### config.mk
export PLATFORM = sky130hd
export DESIGN_NAME = id_stage_pipe_flat
export DESIGN_NICKNAME = d
export VERILOG_FILES = /design/src/rtl/id_stage_pipe_if.sv /design/src/rtl/id_stage_pipe.sv /design/src/flat_wrapper.sv
export SDC_FILE = /design/constraint.sdc
export NUM_CORES = 1
export LEC_CHECK = 0
export CORE_UTILIZATION = 45
export CTS_BUF_LIST = sky130_fd_sc_hd__clkbuf_8
export DETAILED_ROUTE_END_ITERATION = 16
export GPL_TIMING_DRIVEN = 0
export PLACE_DENSITY = 0.82
export SYNTH_ARGS = -nofsm -noshare
export SYNTH_HDL_FRONTEND = slang
export SYNTH_SLANG_ARGS = --single-unit
### constraint.sdc
create_clock -name clk -period 3.9 [get_ports clk]
set_input_delay 0.39 -clock clk [delete_from_list [all_inputs] [get_ports clk]]
set_output_delay 0.39 -clock clk [all_outputs]
set_load 0.1 [all_outputs]
### src/rtl/id_stage_pipe_if.sv
// id_stage_pipe_if: IF -> ID -> EXE handshake and ID/EX bundle for id_stage_pipe.
//   master : the decode stage (consumes instr/stall/flush, drives stall_out and
//            the ID/EX register outputs plus branch redirect).
//   slave  : the surrounding pipeline (IF/EXE side).
// Signals:
//   in_valid, instr        IF-presented instruction
//   stall_in, flush_in     EXE back-pressure / pipeline kill
//   stall_out              IF must hold instr
//   out_*                  ID/EX pipeline register contents
//   br_taken, br_off       registered branch redirect
interface id_stage_pipe_if #(
    parameter int unsigned INSTR_W = 16,
    parameter int unsigned DATA_W  = 24,
    parameter int unsigned RA_W    = 4
);
    logic               in_valid;
    logic [INSTR_W-1:0] instr;
    logic               stall_in;
    logic               flush_in;
    logic               stall_out;
    logic               out_valid;
    logic [3:0]         out_cmd;
    logic [DATA_W-1:0]  out_val1;
    logic [DATA_W-1:0]  out_val2;
    logic [RA_W-1:0]    out_dest;
    logic               out_wb_en;
    logic               out_mem_r_en;
    logic               out_mem_w_en;
    logic [DATA_W-1:0]  out_st_data;
    logic               br_taken;
    logic [DATA_W-1:0]  br_off;

    modport master (
        input  in_valid, instr, stall_in, flush_in,
        output stall_out, out_valid, out_cmd, out_val1, out_val2, out_dest,
               out_wb_en, out_mem_r_en, out_mem_w_en, out_st_data,
               br_taken, br_off
    );

    modport slave (
        output in_valid, instr, stall_in, flush_in,
        input  stall_out, out_valid, out_cmd, out_val1, out_val2, out_dest,
               out_wb_en, out_mem_r_en, out_mem_w_en, out_st_data,
               br_taken, br_off
    );
endinterface

### src/rtl/id_stage_pipe.sv
// id_stage_pipe: registered instruction decode stage with ID/EX register,
// load-use hazard bubble, Z-flag branch resolution and post-branch kill slot.
// Ports:
//   clk, rst_n              clock, asynchronous active-low reset
//   bus (master)            IF/EXE handshake and ID/EX outputs (id_stage_pipe_if)
//   flag_z                  current Z flag
//   ex_dest, ex_mem_r_en    destination / load flag of the instruction in EXE
//   rf_raddr1/2             register-file read addresses (combinational)
//   rf_rdata1/2             register-file read data (same cycle)
// Optional build macro WB_BYPASS_EN adds wb_en/wb_dest/wb_data: a write-back
// whose destination matches a read address overrides that rf_rdata.
// Operand mapping not fixed by the ISA table:
//   MOVR: val2 = reg[7:4] via port 2
//   LDR : val1 = reg[7:4] (address), val2 = 0
//   STR : val1 = reg[7:4] (address), store data = reg[11:8] via port 2
//   Unused read ports idle on LINK_REG.
module id_stage_pipe #(
    parameter int unsigned     INSTR_W  = 16,
    parameter int unsigned     DATA_W   = 24,
    parameter int unsigned     RA_W     = 4,
    parameter int unsigned     IMM_W    = 8,
    parameter int unsigned     BR_W     = 12,
    parameter logic [RA_W-1:0] LINK_REG = RA_W'(4'hF)
) (
    input  logic              clk,
    input  logic              rst_n,
    id_stage_pipe_if.master   bus,
    input  logic              flag_z,
    input  logic [RA_W-1:0]   ex_dest,
    input  logic              ex_mem_r_en,
    output logic [RA_W-1:0]   rf_raddr1,
    output logic [RA_W-1:0]   rf_raddr2,
    input  logic [DATA_W-1:0] rf_rdata1,
    input  logic [DATA_W-1:0] rf_rdata2
`ifdef WB_BYPASS_EN
    ,
    input  logic              wb_en,
    input  logic [RA_W-1:0]   wb_dest,
    input  logic [DATA_W-1:0] wb_data
`endif
);

    if (DATA_W < IMM_W || DATA_W < BR_W || INSTR_W < 3 * RA_W + 4) begin : g_param_err
        $error("id_stage_pipe: DATA_W must cover IMM_W/BR_W and INSTR_W must hold opcode + 3 register fields");
    end

    localparam logic [1:0] ST_RUN    = 2'd0;
    localparam logic [1:0] ST_BUBBLE = 2'd1;
    localparam logic [1:0] ST_KILL   = 2'd2;

    localparam logic [1:0] V2_ZERO = 2'd0;
    localparam logic [1:0] V2_REG  = 2'd1;
    localparam logic [1:0] V2_IMM  = 2'd2;
    localparam logic [1:0] V2_BR   = 2'd3;

    // Decode
    logic [3:0]        op;
    logic [RA_W-1:0]   f_dst, f_s1, f_s2;
    logic [3:0]        dec_cmd;
    logic              use1, use2, v1_reg, st_sel;
    logic [1:0]        v2_sel;
    logic              dec_wb, dec_mr, dec_mw, is_br, br_cond;
    logic [DATA_W-1:0] sext_imm, sext_br, rdata1, rdata2;
    logic [DATA_W-1:0] dec_val1, dec_val2, dec_st;
    logic              hazard, taken;

    assign op       = bus.instr[INSTR_W-1 -: 4];
    assign f_dst    = bus.instr[3*RA_W-1 -: RA_W];
    assign f_s1     = bus.instr[2*RA_W-1 -: RA_W];
    assign f_s2     = bus.instr[RA_W-1:0];
    assign sext_imm = DATA_W'($signed(bus.instr[IMM_W-1:0]));
    assign sext_br  = DATA_W'($signed(bus.instr[BR_W-1:0]));

    always_comb begin
        dec_cmd   = op;
        rf_raddr1 = LINK_REG;
        rf_raddr2 = LINK_REG;
        use1      = 1'b0;
        use2      = 1'b0;
        v1_reg    = 1'b0;
        v2_sel    = V2_ZERO;
        st_sel    = 1'b0;
        dec_wb    = 1'b0;
        dec_mr    = 1'b0;
        dec_mw    = 1'b0;
        is_br     = 1'b0;
        br_cond   = 1'b0;
        case (op)
            4'h0: dec_cmd = 4'h0;
            4'h1, 4'h2, 4'h3, 4'h4: begin
                rf_raddr1 = f_s1;  use1 = 1'b1; v1_reg = 1'b1;
                rf_raddr2 = f_s2;  use2 = 1'b1; v2_sel = V2_REG;
                dec_wb    = 1'b1;
            end
            4'h5: begin
                v2_sel = V2_IMM;
                dec_wb = 1'b1;
            end
            4'h6: begin
                rf_raddr2 = f_s1;  use2 = 1'b1; v2_sel = V2_REG;
                dec_wb    = 1'b1;
            end
            4'h7: begin
                rf_raddr1 = f_dst; use1 = 1'b1; v1_reg = 1'b1;
                rf_raddr2 = f_s1;  use2 = 1'b1; v2_sel = V2_REG;
            end
            4'h8: begin
                rf_raddr1 = f_s1;  use1 = 1'b1; v1_reg = 1'b1;
                dec_mr    = 1'b1;
                dec_wb    = 1'b1;
            end
            4'h9: begin
                rf_raddr1 = f_s1;  use1 = 1'b1; v1_reg = 1'b1;
                rf_raddr2 = f_dst; use2 = 1'b1; st_sel = 1'b1;
                dec_mw    = 1'b1;
            end
            4'hA: begin is_br = 1'b1; br_cond = 1'b1;    v2_sel = V2_BR; end
            4'hB: begin is_br = 1'b1; br_cond = flag_z;  v2_sel = V2_BR; end
            4'hC: begin is_br = 1'b1; br_cond = !flag_z; v2_sel = V2_BR; end
            default: dec_cmd = 4'h0;
        endcase
    end

    always_comb begin
        rdata1 = rf_rdata1;
        rdata2 = rf_rdata2;
`ifdef WB_BYPASS_EN
        if (wb_en && wb_dest == rf_raddr1) rdata1 = wb_data;
        if (wb_en && wb_dest == rf_raddr2) rdata2 = wb_data;
`endif
    end

    always_comb begin
        dec_val1 = v1_reg ? rdata1 : '0;
        dec_st   = st_sel ? rdata2 : '0;
        case (v2_sel)
            V2_REG:  dec_val2 = rdata2;
            V2_IMM:  dec_val2 = sext_imm;
            V2_BR:   dec_val2 = sext_br;
            default: dec_val2 = '0;
        endcase
    end

    // Only registers the opcode actually reads can create a load-use hazard.
    assign hazard = bus.in_valid && ex_mem_r_en &&
                    ((use1 && ex_dest == rf_raddr1) || (use2 && ex_dest == rf_raddr2));
    assign taken  = is_br && br_cond;

    // ID/EX register and FSM
    logic [1:0]        state_q, state_d;
    logic              out_valid_q, out_valid_d;
    logic [3:0]        out_cmd_q, out_cmd_d;
    logic [DATA_W-1:0] out_val1_q, out_val1_d, out_val2_q, out_val2_d;
    logic [RA_W-1:0]   out_dest_q, out_dest_d;
    logic              out_wb_en_q, out_wb_en_d;
    logic              out_mem_r_en_q, out_mem_r_en_d;
    logic              out_mem_w_en_q, out_mem_w_en_d;
    logic [DATA_W-1:0] out_st_data_q, out_st_data_d;
    logic              br_taken_q, br_taken_d;
    logic [DATA_W-1:0] br_off_q, br_off_d;
    logic              stall_out_c, load, clear;

    always_comb begin
        state_d        = state_q;
        out_valid_d    = out_valid_q;
        out_cmd_d      = out_cmd_q;
        out_val1_d     = out_val1_q;
        out_val2_d     = out_val2_q;
        out_dest_d     = out_dest_q;
        out_wb_en_d    = out_wb_en_q;
        out_mem_r_en_d = out_mem_r_en_q;
        out_mem_w_en_d = out_mem_w_en_q;
        out_st_data_d  = out_st_data_q;
        // br_taken is a pulse: it drops on every edge it is not freshly set,
        // including held (stalled) cycles, so a stall never repeats it.
        br_taken_d     = 1'b0;
        br_off_d       = br_off_q;
        stall_out_c    = 1'b0;
        load           = 1'b0;
        clear          = 1'b0;

        if (bus.flush_in) begin
            clear   = 1'b1;
            state_d = ST_RUN;
        end else if (bus.stall_in) begin
            stall_out_c = 1'b1;
        end else begin
            case (state_q)
                ST_RUN: begin
                    if (hazard) begin
                        stall_out_c = 1'b1;
                        clear       = 1'b1;
                        state_d     = ST_BUBBLE;
                    end else begin
                        load = 1'b1;
                    end
                end
                ST_BUBBLE: load = 1'b1;
                default: begin
                    // ST_KILL: wrong-path slot after a taken branch.
                    clear   = 1'b1;
                    state_d = ST_RUN;
                end
            endcase
        end

        if (load) begin
            state_d = ST_RUN;
            if (bus.in_valid) begin
                out_valid_d    = 1'b1;
                out_cmd_d      = dec_cmd;
                out_val1_d     = dec_val1;
                out_val2_d     = dec_val2;
                out_dest_d     = f_dst;
                out_wb_en_d    = dec_wb;
                out_mem_r_en_d = dec_mr;
                out_mem_w_en_d = dec_mw;
                out_st_data_d  = dec_st;
                if (taken) begin
                    br_taken_d = 1'b1;
                    br_off_d   = sext_br;
                    state_d    = ST_KILL;
                end
            end else begin
                clear = 1'b1;
            end
        end

        if (clear) begin
            out_valid_d    = 1'b0;
            out_cmd_d      = '0;
            out_val1_d     = '0;
            out_val2_d     = '0;
            out_dest_d     = '0;
            out_wb_en_d    = 1'b0;
            out_mem_r_en_d = 1'b0;
            out_mem_w_en_d = 1'b0;
            out_st_data_d  = '0;
        end
    end

    always_ff @(posedge clk or negedge rst_n) begin
        if (!rst_n) begin
            state_q        <= ST_RUN;
            out_valid_q    <= 1'b0;
            out_cmd_q      <= '0;
            out_val1_q     <= '0;
            out_val2_q     <= '0;
            out_dest_q     <= '0;
            out_wb_en_q    <= 1'b0;
            out_mem_r_en_q <= 1'b0;
            out_mem_w_en_q <= 1'b0;
            out_st_data_q  <= '0;
            br_taken_q     <= 1'b0;
            br_off_q       <= '0;
        end else begin
            state_q        <= state_d;
            out_valid_q    <= out_valid_d;
            out_cmd_q      <= out_cmd_d;
            out_val1_q     <= out_val1_d;
            out_val2_q     <= out_val2_d;
            out_dest_q     <= out_dest_d;
            out_wb_en_q    <= out_wb_en_d;
            out_mem_r_en_q <= out_mem_r_en_d;
            out_mem_w_en_q <= out_mem_w_en_d;
            out_st_data_q  <= out_st_data_d;
            br_taken_q     <= br_taken_d;
            br_off_q       <= br_off_d;
        end
    end

    assign bus.stall_out    = stall_out_c;
    assign bus.out_valid    = out_valid_q;
    assign bus.out_cmd      = out_cmd_q;
    assign bus.out_val1     = out_val1_q;
    assign bus.out_val2     = out_val2_q;
    assign bus.out_dest     = out_dest_q;
    assign bus.out_wb_en    = out_wb_en_q;
    assign bus.out_mem_r_en = out_mem_r_en_q;
    assign bus.out_mem_w_en = out_mem_w_en_q;
    assign bus.out_st_data  = out_st_data_q;
    assign bus.br_taken     = br_taken_q;
    assign bus.br_off       = br_off_q;

endmodule

### src/flat_wrapper.sv
// flat-port wrapper written by rule: the top's interface ports become plain ports
module id_stage_pipe_flat 
#(
    parameter int unsigned     INSTR_W  = 16,
    parameter int unsigned     DATA_W   = 24,
    parameter int unsigned     RA_W     = 4,
    parameter int unsigned     IMM_W    = 8,
    parameter int unsigned     BR_W     = 12,
    parameter logic [RA_W-1:0] LINK_REG = RA_W'(4'hF)
)
  (clk, rst_n, flag_z, ex_dest, ex_mem_r_en, rf_raddr1, rf_raddr2, rf_rdata1, rf_rdata2, bus_in_valid, bus_instr, bus_stall_in, bus_flush_in, bus_stall_out, bus_out_valid, bus_out_cmd, bus_out_val1, bus_out_val2, bus_out_dest, bus_out_wb_en, bus_out_mem_r_en, bus_out_mem_w_en, bus_out_st_data, bus_br_taken, bus_br_off);
  id_stage_pipe_if #(.INSTR_W(INSTR_W), .DATA_W(DATA_W), .RA_W(RA_W)) bus_i ();
  input  logic clk;
  input  logic rst_n;
  input  logic flag_z;
  input  logic [RA_W-1:0] ex_dest;
  input  logic ex_mem_r_en;
  output logic [RA_W-1:0] rf_raddr1;
  output logic [RA_W-1:0] rf_raddr2;
  input  logic [DATA_W-1:0] rf_rdata1;
  input  logic [DATA_W-1:0] rf_rdata2;
  input wire logic [$bits(bus_i.in_valid)-1:0] bus_in_valid;
  input wire logic [$bits(bus_i.instr)-1:0] bus_instr;
  input wire logic [$bits(bus_i.stall_in)-1:0] bus_stall_in;
  input wire logic [$bits(bus_i.flush_in)-1:0] bus_flush_in;
  output wire logic [$bits(bus_i.stall_out)-1:0] bus_stall_out;
  output wire logic [$bits(bus_i.out_valid)-1:0] bus_out_valid;
  output wire logic [$bits(bus_i.out_cmd)-1:0] bus_out_cmd;
  output wire logic [$bits(bus_i.out_val1)-1:0] bus_out_val1;
  output wire logic [$bits(bus_i.out_val2)-1:0] bus_out_val2;
  output wire logic [$bits(bus_i.out_dest)-1:0] bus_out_dest;
  output wire logic [$bits(bus_i.out_wb_en)-1:0] bus_out_wb_en;
  output wire logic [$bits(bus_i.out_mem_r_en)-1:0] bus_out_mem_r_en;
  output wire logic [$bits(bus_i.out_mem_w_en)-1:0] bus_out_mem_w_en;
  output wire logic [$bits(bus_i.out_st_data)-1:0] bus_out_st_data;
  output wire logic [$bits(bus_i.br_taken)-1:0] bus_br_taken;
  output wire logic [$bits(bus_i.br_off)-1:0] bus_br_off;
  assign bus_i.in_valid = bus_in_valid;
  assign bus_i.instr = bus_instr;
  assign bus_i.stall_in = bus_stall_in;
  assign bus_i.flush_in = bus_flush_in;
  assign bus_stall_out = bus_i.stall_out;
  assign bus_out_valid = bus_i.out_valid;
  assign bus_out_cmd = bus_i.out_cmd;
  assign bus_out_val1 = bus_i.out_val1;
  assign bus_out_val2 = bus_i.out_val2;
  assign bus_out_dest = bus_i.out_dest;
  assign bus_out_wb_en = bus_i.out_wb_en;
  assign bus_out_mem_r_en = bus_i.out_mem_r_en;
  assign bus_out_mem_w_en = bus_i.out_mem_w_en;
  assign bus_out_st_data = bus_i.out_st_data;
  assign bus_br_taken = bus_i.br_taken;
  assign bus_br_off = bus_i.br_off;
  id_stage_pipe #(.INSTR_W(INSTR_W), .DATA_W(DATA_W), .RA_W(RA_W), .IMM_W(IMM_W), .BR_W(BR_W), .LINK_REG(LINK_REG)) u_core (.clk(clk), .rst_n(rst_n), .bus(bus_i), .flag_z(flag_z), .ex_dest(ex_dest), .ex_mem_r_en(ex_mem_r_en), .rf_raddr1(rf_raddr1), .rf_raddr2(rf_raddr2), .rf_rdata1(rf_rdata1), .rf_rdata2(rf_rdata2));
endmodule
== Yosys cells after proc, flatten, opt, wreduce, memory -nomap -nowiden ==
Index checks and enable logic that the tools add are counted.

* Equality and inequality tests: 21
* Muxes and demuxes: 64
* Reduce and logical (&&, ||, !) cells: 22

{| class="wikitable"
|+ Operators with widths
! operator !! number
|-
| $mux W24 || 11
|-
| $pmux W24 S3 || 1
|-
| $mux W1 || 32
|-
| $mux W4 || 7
|-
| $reduce_or A7 Y1 || 3
|-
| $eq A4 B4 Y1 const B || 5
|-
| $eq A4 B3 Y1 const B || 4
|-
| $mux W2 || 6
|-
| $pmux W4 S3 || 1
|-
| $reduce_or A12 Y1 || 1
|-
| $reduce_or A6 Y1 || 2
|-
| $eq A4 B2 Y1 const B || 2
|-
| $eq A4 B4 Y1 || 2
|-
| $pmux W4 S2 || 1
|-
| $pmux W2 S3 || 1
|-
| $reduce_and A3 Y1 || 2
|-
| $logic_and A1 B1 Y1 || 5
|-
| $eq A2 B1 Y1 const B || 2
|-
| $eq A2 B2 Y1 const B || 2
|-
| $eq A4 B1 Y1 const B || 1
|-
| $ne A4 B2 Y1 const B || 1
|-
| $pmux W1 S2 || 2
|-
| $pmux W2 S2 || 1
|-
| $reduce_bool A2 Y1 || 2
|-
| other kinds (10) || 10
|}

* Bits in registers: 99
* Input port bits: 75
* Output and inout port bits: 118
* Logic and storage cells: 119

== Longest topological paths before layout ==
Gate-level depths: netlist of the first run.

* Word-level depth: 15
* Gate-level depth with buffers: 11

== Worst setup path before layout of the first run ==
OpenSTA, ideal clock, no wires.

* Kind: input -> output
* Start: input bus_instr[13]
* End: output bus_stall_out
* Data arrival time: 4.671 ns
* Slack: -1.161 ns
* Cell stages on the path: 10
* Cell sequence: buf_6 or2_2 clkbuf_1 nor3_1 a211oi_1 and3_1 o2111ai_2 a21oi_2 buf_6 a31o_2

* Longest elaborated chain between the ends: 11
* Elaborated cells between the ends (all ways): 27

{| class="wikitable"
|+ Ends and longest elaborated chain
! element !! line !! source
|-
| from (decl) || flat_wrapper.sv:23 || <nowiki>input wire logic [$bits(bus_i.instr)-1:0] bus_instr;</nowiki>
|-
| $eq A4 B1 Y1 (tied with other cells) || id_stage_pipe.sv:88 || <nowiki>case (op)</nowiki>
|-
| $reduce_or A6 Y1 (no line) || -- ||
|-
| $pmux W4 S2 * || id_stage_pipe.sv:88 ||
|-
| via rf_raddr1[3] || flat_wrapper.sv:18 || <nowiki>output logic [RA_W-1:0] rf_raddr1;</nowiki>
|-
| $eq A4 B4 Y1 * || id_stage_pipe.sv:146 || <nowiki>((use1 && ex_dest == rf_raddr1) || (use2 && ex_dest == rf_raddr2));</nowiki>
|-
| $logic_and A1 B1 Y1 * || id_stage_pipe.sv:146 ||
|-
| $logic_or A1 B1 Y1 * || id_stage_pipe.sv:146 ||
|-
| $logic_and A1 B1 Y1 * || id_stage_pipe.sv:145 || <nowiki>assign hazard = bus.in_valid && ex_mem_r_en &&</nowiki>
|-
| $mux W1 * || id_stage_pipe.sv:190 || <nowiki>if (hazard) begin</nowiki>
|-
| $mux W1 * || id_stage_pipe.sv:188 || <nowiki>case (state_q)</nowiki>
|-
| $mux W1 * || id_stage_pipe.sv:185 || <nowiki>end else if (bus.stall_in) begin</nowiki>
|-
| $mux W1 * || id_stage_pipe.sv:182 || <nowiki>if (bus.flush_in) begin</nowiki>
|-
| to (decl) || flat_wrapper.sv:26 || <nowiki>output wire logic [$bits(bus_i.stall_out)-1:0] bus_stall_out;</nowiki>
|}

The timed path passes the listed nets; every way through them passes the cells marked *.

== Worst setup path after layout of the first run ==
* Start: input bus_instr[12]
* End: output bus_stall_out

* Longest elaborated chain between the ends: 11
* Elaborated cells between the ends (all ways): 27

{| class="wikitable"
|+ Ends and longest elaborated chain
! element !! line
|-
| $eq A4 B1 Y1 (tied with other cells) || id_stage_pipe.sv:88
|-
| $reduce_or A6 Y1 (no line) (tied with other cells) || --
|-
| $pmux W4 S2 / $pmux W4 S3 (equally long branches) || id_stage_pipe.sv:88
|-
| $eq A4 B4 Y1 || id_stage_pipe.sv:146
|-
| $logic_and A1 B1 Y1 || id_stage_pipe.sv:146
|-
| $logic_or A1 B1 Y1 * || id_stage_pipe.sv:146
|-
| $logic_and A1 B1 Y1 * || id_stage_pipe.sv:145
|-
| $mux W1 * || id_stage_pipe.sv:190
|-
| $mux W1 * || id_stage_pipe.sv:188
|-
| $mux W1 * || id_stage_pipe.sv:185
|-
| $mux W1 * || id_stage_pipe.sv:182
|}

Every way passes the cells marked *; elsewhere a longest branch is shown, timed or not.

==> results of run 1 <==
==> cells in the final DEF (no fill, tap or decap), types with 11 or more instances in the layout <==
master | Yosys | final
a21oi_1 | 24 | 21
a22oi_1 | 11 | 11
buf_4 | 16 | 17
clkbuf_1 | 27 | 27
clkbuf_8 | 0 | 11
clkdlybuf4s50_1 | 0 | 188
dfrtp_1 | 99 | 99
mux2_2 | 12 | 12
nand2_1 | 95 | 95
nand3_1 | 53 | 53
o21ai_0 | 63 | 60
o31ai_2 | 19 | 19
==> sequential cells by signal, indices dropped and copies added, names as in the netlist, 2 cells and up <==
name,cells
u_core.bus.out_val2,24
u_core.state_q,2
u_core.bus.out_dest,4
u_core.bus.br_off,12
u_core.bus.out_cmd,4
u_core.bus.out_st_data,24
u_core.bus.out_val1,24
==> kinds of logic after synthesis <==
group	share of synthesized area
compound gates	0.217
xor+xnor	0.0142
buf+inv	0.0700
flops	0.503
simple gates	0.169
mux	0.0274
==> Yosys cell counts, types with 7 or more instances <==
cell type	count	area, um2
a21oi_1	24	120
buf_4	16	120
dfrtp_1	99	2480
o21ai_0	63	315
nand3_1	53	265
o31ai_2	19	238
mux2_2	12	135
a22oi_1	11	82.6
nand2_1	95	357
clkbuf_1	27	101
nor2_1	7	26.3
xnor2_1	7	61.3
==> cell type report <==
class / count / area share
buffer: 59 / 0.0470
clock buffer: 11 / 0.0208
multi-input combinational: 359 / 0.296
inverter: 1 / 0.000517
tap: 136 / 0.0234
timing repair buffer: 191 / 0.265
sequential: 99 / 0.341
clock inverter: 4 / 0.00706
==> worst max-delay path, cell delays in order <==
cell	delay, ns
clkdlybuf4s50_1	0.45
buf_2	0.21
o21ai_1	0.33
nor4bb_2	0.49
o21a_1	0.17
o2111ai_1	0.13
a21oi_2	0.35
buf_6	0.21
a31o_2	0.15
buf_2	0.43
==> how the worst min path moves through the flow <==
stage | to | cells past startpoint | startpoint
after floorplan | u_core.bus.br_off[0]$_DFFE_PN0P_ | 0 | rst_n
after global placement | u_core.bus.out_mem_r_en$_DFFE_PN0P_ | 2 | u_core.bus.out_mem_r_en$_DFFE_PN0P_
after detailed placement | u_core.bus.out_val2[21]$_DFFE_PN0P_ | 1 | rst_n
after CTS | u_core.bus.out_val2[21]$_DFFE_PN0P_ | 1 | rst_n
after global routing | u_core.bus.out_val2[21]$_DFFE_PN0P_ | 1 | rst_n
final | u_core.bus.out_val2[21]$_DFFE_PN0P_ | 1 | rst_n
==> per-stage QoR <==
step	util	worst slack [ns]	hold slack (ns)	instance area (um2)	power, mW
after floorplan	-	0.376	0.0944	4960	1.94
after global placement	0.673	-1.17	0.463	7040	2.25
after detailed placement	0.675	-0.644	0.418	7060	2.27
after CTS	0.695	0.0571	0.0197	7270	2.95
after global routing	0.694	0.0603	0.0381	7270	3.04
final	0.694	0.183	0.00389	7270	2.94
==> power breakdown <==
group          total (mW)  switching, mW  internal [mW]
clock network       0.692          0.363          0.329
logic                1.15          0.833          0.313
registers            1.10         0.0323           1.07
total                2.94           1.23           1.71
==> per-layer routing <==
metal,vias up,global-route usage
li1,2214,-
met1,2368,0.358
met2,211,0.462
met3,27,0.0517
met4,0,0.114
met5,-,0
==> repair_timing <==
item | CTS | global route
gates cloned | 0 | 0
endpoints found under the hold margin | 0 | 0
endpoints found under the setup margin | 1 | 1
hold buffers | 0 | 0
pin swaps | 0 | 0
resized for setup | 4 | 2
==> out/results.tsv, run 1 <==
metric	value	unit
outcome	completed	
Seq cells post-synth	99	
vias in the first global route	4720	
RD Place Congestion	0.897	
final hold violations	0	
sequential cell area	2480	um2
register area share after synthesis	0.503	
Slew Limit Fails	0	
RR Startpoint	u_core.state_q[1]$_DFFE_PN0P_	
Iter 0 DRT Violations	310	
syn_nets	593	
Synth cell types	48	
initial antenna violation count	0	
Fin Clk Skew	0.00990	ns
Inst Count DP	845	
RSZ-0062 raised after global routing	no	
Vias	4820	
flop2flop setup slack	1.37	ns
Synth Area per Inst	9.52	um2
number of diodes	0	
Post-DRT Antenna Nets	0	
DRC Markers	0	
max layer used	met4	
Routed met2 length	7600	um
Clock Latency Late Sink	0.37	ns
met3 WL	1080	um
Crit. End Element	output port	
postcts setup bufs	0	
area of the multi-input gates	2150	um2
chip height	107	um
crit-path max FO	10	
Clock Sinks	99	
Slew HR	0.308	
Num CTS Buffers	9	
Worst Tran Pin Value	1.03	ns
fin crit period	3.72	ns
drt total wl	15500	um
vias per cell	5.60	
TritonCTS clock tree	yes	
Global Route Usage Sum	0.278	
first-pass GRT wire length	24500	um
CP endpoint	bus_stall_out	
PD cells	405	nW/um2
WL per Instance	18.0	um
final setup TNS	0	ns
Synth Flop Type	dfrtp_1	
port bufs	190	
reg2reg end	u_core.bus.br_off[11]$_DFFE_PN0P_	
Crit Path Class	in -> out	
Crit. Startpoint	bus_instr[12]	
crit share post-route	0.953	
FFs w/ async S/R, synth	1.00	
YS warnings	0	
Final setup viols	0	
wire length on met1	6370	um
hpwl dp	11800	um
Starting Density	0.471	
clock transition at the registers of the reported paths	0.10	ns
Fillers	848	
worst path required time	3.51	ns
die width	107	um
Max-cap violations	0	
Critical Path Start Type	primary input	
Initial DRT Pass Iterations	5	
crit path DAT	3.33	ns
core area	10500	um2
die area	11400	um2
maximum vdd drop	0.000383	V
area delta synth->final	47.4	%
Peak Freq	0.269	GHz
clock buffer depth	2	
Mapped Cells	518	
gr ovfl total	0	
# H-tree levels	3	
Layout Nets	795	
FP Rows	37	
Root Driver	clkbuf_8	
share of layout cells above drive strength 1	0.138	
worst r2r path cells	7	
largest net degree at the start of global routing	59	
Post-synth EDFFs	0	
I/O Pins	193	
final cell count without fillers	860	
P_leak	2.96	nW
Worst Hold Class	in -> async	
Mapped Area	4930	um2
(Power assumes the default switching activity.)
==> inputs of run 2 (changes only) <==
--- a/config.mk
+++ b/config.mk
@@ -7,9 +7,11 @@
 export LEC_CHECK = 0
 export CORE_UTILIZATION = 45
 export CTS_BUF_LIST = sky130_fd_sc_hd__clkbuf_8
+export CTS_CLUSTER_SIZE = 40
 export DETAILED_ROUTE_END_ITERATION = 16
 export GPL_TIMING_DRIVEN = 0
-export PLACE_DENSITY = 0.82
+export PLACE_DENSITY = 0.81
+export RECOVER_POWER = 100
 export SYNTH_ARGS = -nofsm -noshare
 export SYNTH_HDL_FRONTEND = slang
 export SYNTH_SLANG_ARGS = --single-unit
==> out/results.tsv, run 2 (synthesized netlist as in run 1, its figures left out) <==
metric	value	unit	change
outcome	finished, violations left		
failing checks	max-capacitance violations, max-slew violations		
final setup TNS	0	ns	unchanged
commonest non-fill, non-tap cell in the layout	dlygate4sd3_1		
largest net degree at the start of global routing	52		-12%
CTS resizes	4		unchanged
register share of total power	0.382		+0.007
hold path start	bus_instr[15]		
post-route core utilization	0.686		-0.00849
Num CTS Buffers	9		unchanged
number of diodes	0		unchanged
Final Cell Area	7180	um2	-1.2%
Gate power share	0.383		-0.007
gr ovfl total	0		unchanged
FP Rows	37		unchanged
hpwl dp	11700	um	-1.2%
Critical Path Start Type	primary input		
Post-DRT Antenna Nets	0		unchanged
dpl ws	-0.592	ns	+0.0516 ns
I/O Pins	193		unchanged
Slew Limit Fails	50		+50
vias per cell	5.69		+1.4%
RD Place Congestion	0.891		-0.59%
Worst Hold Class	in -> reg		
WL per Instance	18.0	um	-0.42%
Initial DRT Pass Iterations	5		unchanged
fin crit period	3.71	ns	-0.00587 ns
slack of the critical path	0.189	ns	+0.00587 ns
Peak Freq	0.269	GHz	+0.16%
clock buffer depth	2		unchanged
final hold violations	0		unchanged
Clock Sinks	99		unchanged
Crit. End Element	output port		
Slew HR	-0.689		-0.997
drt total wl	15500	um	-0.30%
port bufs	190		unchanged
# H-tree levels	3		unchanged
crit path DAT	3.32	ns	about the same
first-pass GRT wire length	24700	um	+0.87%
die area	11400	um2	unchanged
Root Driver	clkbuf_8		
Hold Path Depth	4		
flop2flop setup slack	1.19	ns	-0.18 ns
clock share of power	0.235		about the same
Routed met2 length	7300	um	-3.9%
Layout Nets	795		unchanged
crit share post-route	0.952		-0.00151
switching share of total power	0.434		+0.0168
vias in the first global route	4861		+3.0%
postcts setup bufs	0		unchanged
Inst Count DP	845		unchanged
Post-DP Area	7060	um2	unchanged
Worst Tran Pin Value	2.53	ns	+1.50 ns
wire length on met1	6390	um	+0.28%
slowest stage cell, crit path	clkbuf_2		
P_leak	3.21	nW	+8.7%
RSZ-0062 raised after global routing	no		
Post-CTS Hold Buffers	0		unchanged
Crit Path Class	in -> out		
worst r2r path cells	7		unchanged
Clock Latency Late Sink	0.36	ns	about the same
Vias	4895		+1.6%
Max-cap violations	1		+1
Global Route Usage Sum	0.278		-0.000632
RR Startpoint	u_core.state_q[1]$_DFFE_PN0P_		
Switch Pwr	1.25	mW	+2.0%
die width	107	um	unchanged
Final setup viols	0		unchanged
Starting Density	0.471		unchanged
TritonCTS clock tree	yes		
max incr delay on CP	0.46	ns	-0.03 ns
maximum vdd drop	0.000337	V	-12%
Iter 0 DRT Violations	333		+7.4%
met3 WL	1210	um	+12%
initial antenna violation count	0		unchanged
CP cell instances	clkdlybuf4s50_1 -> buf_2 -> and3_1 -> buf_6 -> a22o_1 -> a2111oi_2 -> o2111ai_1 -> a21oi_2 -> buf_6 -> a31o_2 -> clkbuf_2		
Design Power	2.89	mW	-1.9%
area delta synth->final	45.6	%	
PD cells	402	nW/um2	-0.72%
DRC Markers	0		unchanged
Fin Clk Skew	0.0135	ns	+0.00365 ns
most frequent cells in the layout	dlygate4sd3_1 (118), dfrtp_1 (99), nand2_1 (95), clkdlybuf4s50_1 (70), o21ai_0 (63)		
hold endpoint	u_core.bus.out_mem_r_en$_DFFE_PN0P_		
share of layout cells above drive strength 1	0.117		-0.0209
core area	10500	um2	unchanged
max layer used	met4		
Internal	1.63	mW	-4.8%
worst path required time	3.51	ns	about the same
crit-path max FO	10		unchanged
clock transition at the registers of the reported paths	0.10	ns	about the same
final hold slack	0.458	ns	+0.454 ns
chip height	107	um	unchanged
reg2reg end	u_core.bus.br_off[5]$_DFFE_PN0P_		
Top cell by count, worst path	buf_6		
final cell count without fillers	861		+0.12%
[run 2: cell types whose count changed in the layout (fill, tap and decap cells not counted), sizes merged]
cell	before	now
dlygate4sd3	0	118
clkbuf	42	49
bufinv	1	0
clkdlybuf4s50	188	70
inv	2	4
buf	31	24
[run 2: metal layers]
layer  global-route usage  vias up
met5                    0        -
met4                0.122        0
met3               0.0462       42
met2                0.450      251
met1                0.367     2374
li1                     -     2228
[run 2: cell type report]
class                      count  area [um2]
buffer                        59         317
timing repair buffer         191        1900
sequential                    99        2480
clock inverter                 5        53.8
tap                          136         170
multi-input combinational    359        2110
inverter                       1        3.75
clock buffer                  11         151
fill                         861        3290
[run 2: critical path, delay by kind of cell]
kind	cells	cell delay, ns
buffers and inverters	5	1.42
and+or+nand+nor	1	0.19
AOI/OAI and AO/OA	5	1.31
[run 2: power by group through the flow]
stage          logic [mW]  clock network, mW  registers [mW]
2_1_floorplan       0.477                  0            1.46
3_3_place_gp         1.13                  0            1.12
3_5_place_dp         1.14                  0            1.12
4_1_cts              1.15              0.685            1.10
5_1_grt              1.15              0.739            1.11
6_report             1.11              0.679            1.10
[run 2: how the worst max path moves through the flow]
stage | slack [ns] | from | cells after the start | to
global placement | -1.16 | rst_n | 1 | u_core.bus.br_off[6]$_DFFE_PN0P_
global route | 0.05 | bus_instr[12] | 12 | bus_stall_out
CTS | 0.08 | bus_instr[12] | 11 | bus_stall_out
finish | 0.19 | bus_instr[12] | 11 | bus_stall_out
floorplan | 0.38 | bus_instr[13] | 10 | bus_stall_out
detailed placement | -0.59 | bus_instr[12] | 10 | bus_stall_out
==> inputs of run 3 (changes only) <==
--- a/config.mk
+++ b/config.mk
@@ -5,12 +5,13 @@
 export SDC_FILE = /design/constraint.sdc
 export NUM_CORES = 1
 export LEC_CHECK = 0
-export CORE_UTILIZATION = 45
+export CORE_ASPECT_RATIO = 1.25
+export CORE_UTILIZATION = 49
 export CTS_BUF_LIST = sky130_fd_sc_hd__clkbuf_8
 export CTS_CLUSTER_SIZE = 40
 export DETAILED_ROUTE_END_ITERATION = 16
 export GPL_TIMING_DRIVEN = 0
-export PLACE_DENSITY = 0.81
+export PLACE_DENSITY = 0.88
 export RECOVER_POWER = 100
 export SYNTH_ARGS = -nofsm -noshare
 export SYNTH_HDL_FRONTEND = slang
==> out/results.tsv, run 3 (synthesized netlist as in run 1, its figures left out) <==
metric	value	unit	change
Crit. Startpoint	bus_instr[12]		
chip height	114	um	+7.0%
FP Rows	40		+8.1%
Iter 0 DRT Violations	321		-3.6%
Final setup viols	0		unchanged
maximum vdd drop	0.000321	V	-4.9%
worst path required time	3.51	ns	about the same
Fillers	724		-16%
final hold slack	0.441	ns	-0.0171 ns
Worst Tran Pin Value	2.00	ns	-0.531 ns
P_leak	3.22	nW	+0.33%
# H-tree levels	3		unchanged
vias per cell	5.64		-0.77%
port bufs	190		unchanged
Peak Freq	0.265	GHz	-1.6%
outcome	finished, violations left		
Crit. End Element	output port		
initial antenna violation count	0		unchanged
TritonCTS clock tree	yes		
Fin Clk Skew	0.0114	ns	-0.00216 ns
Root Driver	clkbuf_8		
postcts setup bufs	0		unchanged
DRC Markers	0		unchanged
slack of the critical path	0.128	ns	-0.0607 ns
Critical Path Start Type	primary input		
Post-DRT Antenna Nets	0		unchanged
RD Place Congestion	0.864		-3.1%
Initial DRT Pass Iterations	7		+2
crit-path max FO	10		unchanged
Slew Limit Fails	36		-28%
clock transition at the registers of the reported paths	0.08	ns	-0.02 ns
CP cell instances	clkdlybuf4s50_1 -> buf_2 -> o21ai_1 -> nor4bb_2 -> o21a_1 -> o2111ai_1 -> a21oi_2 -> buf_6 -> a31o_2 -> clkbuf_2		
most frequent cells in the layout	dlygate4sd3_1 (119), dfrtp_1 (99), nand2_1 (95), clkdlybuf4s50_1 (70), o21ai_0 (64)		
Worst Hold Class	in -> reg		
max incr delay on CP	0.47	ns	about the same
area of the multi-input gates	2120	um2	+0.47%
clock buffer depth	2		unchanged
dpl ws	-0.526	ns	+0.0660 ns
Layout Nets	796		+0.13%
gr ovfl total	0		unchanged
failing checks	max-capacitance violations, max-slew violations		
RR Startpoint	u_core.state_q[1]$_DFFE_PN0P_		
vias in the first global route	4724		-2.8%
crit share post-route	0.967		+0.0156
sequential cell area	2480	um2	unchanged
crit path DAT	3.38	ns	+0.06 ns
WL per Instance	18.1	um	+0.71%
fin crit period	3.77	ns	+0.0607 ns
drt total wl	15400	um	-0.46%
worst path buffer plus inverter count	4		-1
Crit path max-delay family	buffers and inverters		
final hold violations	0		unchanged
first-pass GRT wire length	24200	um	-2.2%
hpwl dp	11500	um	-1.3%
Clock Latency Late Sink	0.37	ns	about the same
Max-cap violations	1		unchanged
slowest stage cell, crit path	nor4bb_2		
largest net degree at the start of global routing	65		+25%
Global Route Usage Sum	0.297		+0.0192
Crit Path Class	in -> out		
RSZ-0062 raised after global routing	no		
Num CTS Buffers	9		unchanged
Starting Density	0.508		+0.0366
share of layout cells above drive strength 1	0.117		unchanged
number of diodes	0		unchanged
Clock Sinks	99		unchanged
die width	91.7	um	-14%
area delta synth->final	45.9	%	
PD cells	400	nW/um2	-0.59%
Vias	4801		-1.9%
core area	9710	um2	-7.2%
commonest non-fill, non-tap cell in the layout	dlygate4sd3_1		
Slew HR	-0.334		+0.354
die area	10500	um2	-8.0%
hold path start	bus_instr[15]		
I/O Pins	193		unchanged
run 3: report_power, final:
group | leakage, nW | total [mW] | internal (mW) | switching (mW)
Sequential | 1.36 | 1.10 | 1.07 | 0.0324
Clock | 0.0995 | 0.662 | 0.309 | 0.353
Combinational | 1.76 | 1.11 | 0.281 | 0.828
run 3: worst paths after layout:
| path | endpoint | slack, ns | depth (start not counted) |
|---|---|---|---|
| min in group asynchronous | u_core.bus.out_val2[18]$_DFFE_PN0P_ | 1.12 | 2 |
| worst min register to register | u_core.bus.out_val2[10]$_DFFE_PN0P_ | 0.47 | 2 |
| max in group asynchronous | u_core.bus.out_dest[3]$_DFFE_PN0P_ | 1.61 | 2 |
| worst max-delay path | bus_stall_out | 0.13 | 10 |
| worst max register to register | u_core.bus.br_off[2]$_DFFE_PN0P_ | 1.22 | 7 |
| worst min-delay path | u_core.bus.out_mem_r_en$_DFFE_PN0P_ | 0.44 | 4 |
run 3: layer usage:
metal  track usage  routed length [um]
met3        0.0611                 993
met5             0                   0
met1         0.363                6010
met4         0.107                 379
met2         0.520                8010
run 3: worst reg2reg max path, delay by kind of cell, from the launching register on:
| family | cells | cell delay, ns |
|---|---|---|
| muxes | 1 | 0.40 |
| and+or+nand+nor | 4 | 0.97 |
| DFF | 1 | 0.39 |
| buffers and inverters | 2 | 0.80 |
run 3: through the flow:
| stage | utilization | std cells | cell area [um2] | setup TNS (ns) | total power [mW] |
|---|---|---|---|---|---|
| finish | 0.741 | 851 | 7190 | 0 | 2.88 |
| global route | 0.741 | 851 | 7190 | 0 | 2.97 |
| CTS | 0.747 | 851 | 7250 | 0 | 2.92 |
| detailed placement | 0.726 | 835 | 7050 | -0.526 | 2.27 |
| global placement | 0.723 | 834 | 7020 | -101.73 | 2.25 |
| floorplan | - | 518 | 4960 | 0 | 1.94 |
run 3: area by class of cell:
class                   count  share of cell area
flip-flops and latches     99               0.344
multi-input cells         359               0.294
repair buffers            192               0.268
plain buffers              59              0.0440
well taps                 126              0.0219
clock buffers              10              0.0191
clock inverters             5             0.00765
inverters                   1            0.000522
run 3: repair_timing:
item / CTS / global route
gates cloned: 0 / 0
gates resized for setup: 3 / 3
hold buffers: 1 / 0
hold endpoints to repair: 35 / 0
setup endpoints to repair: 1 / 1
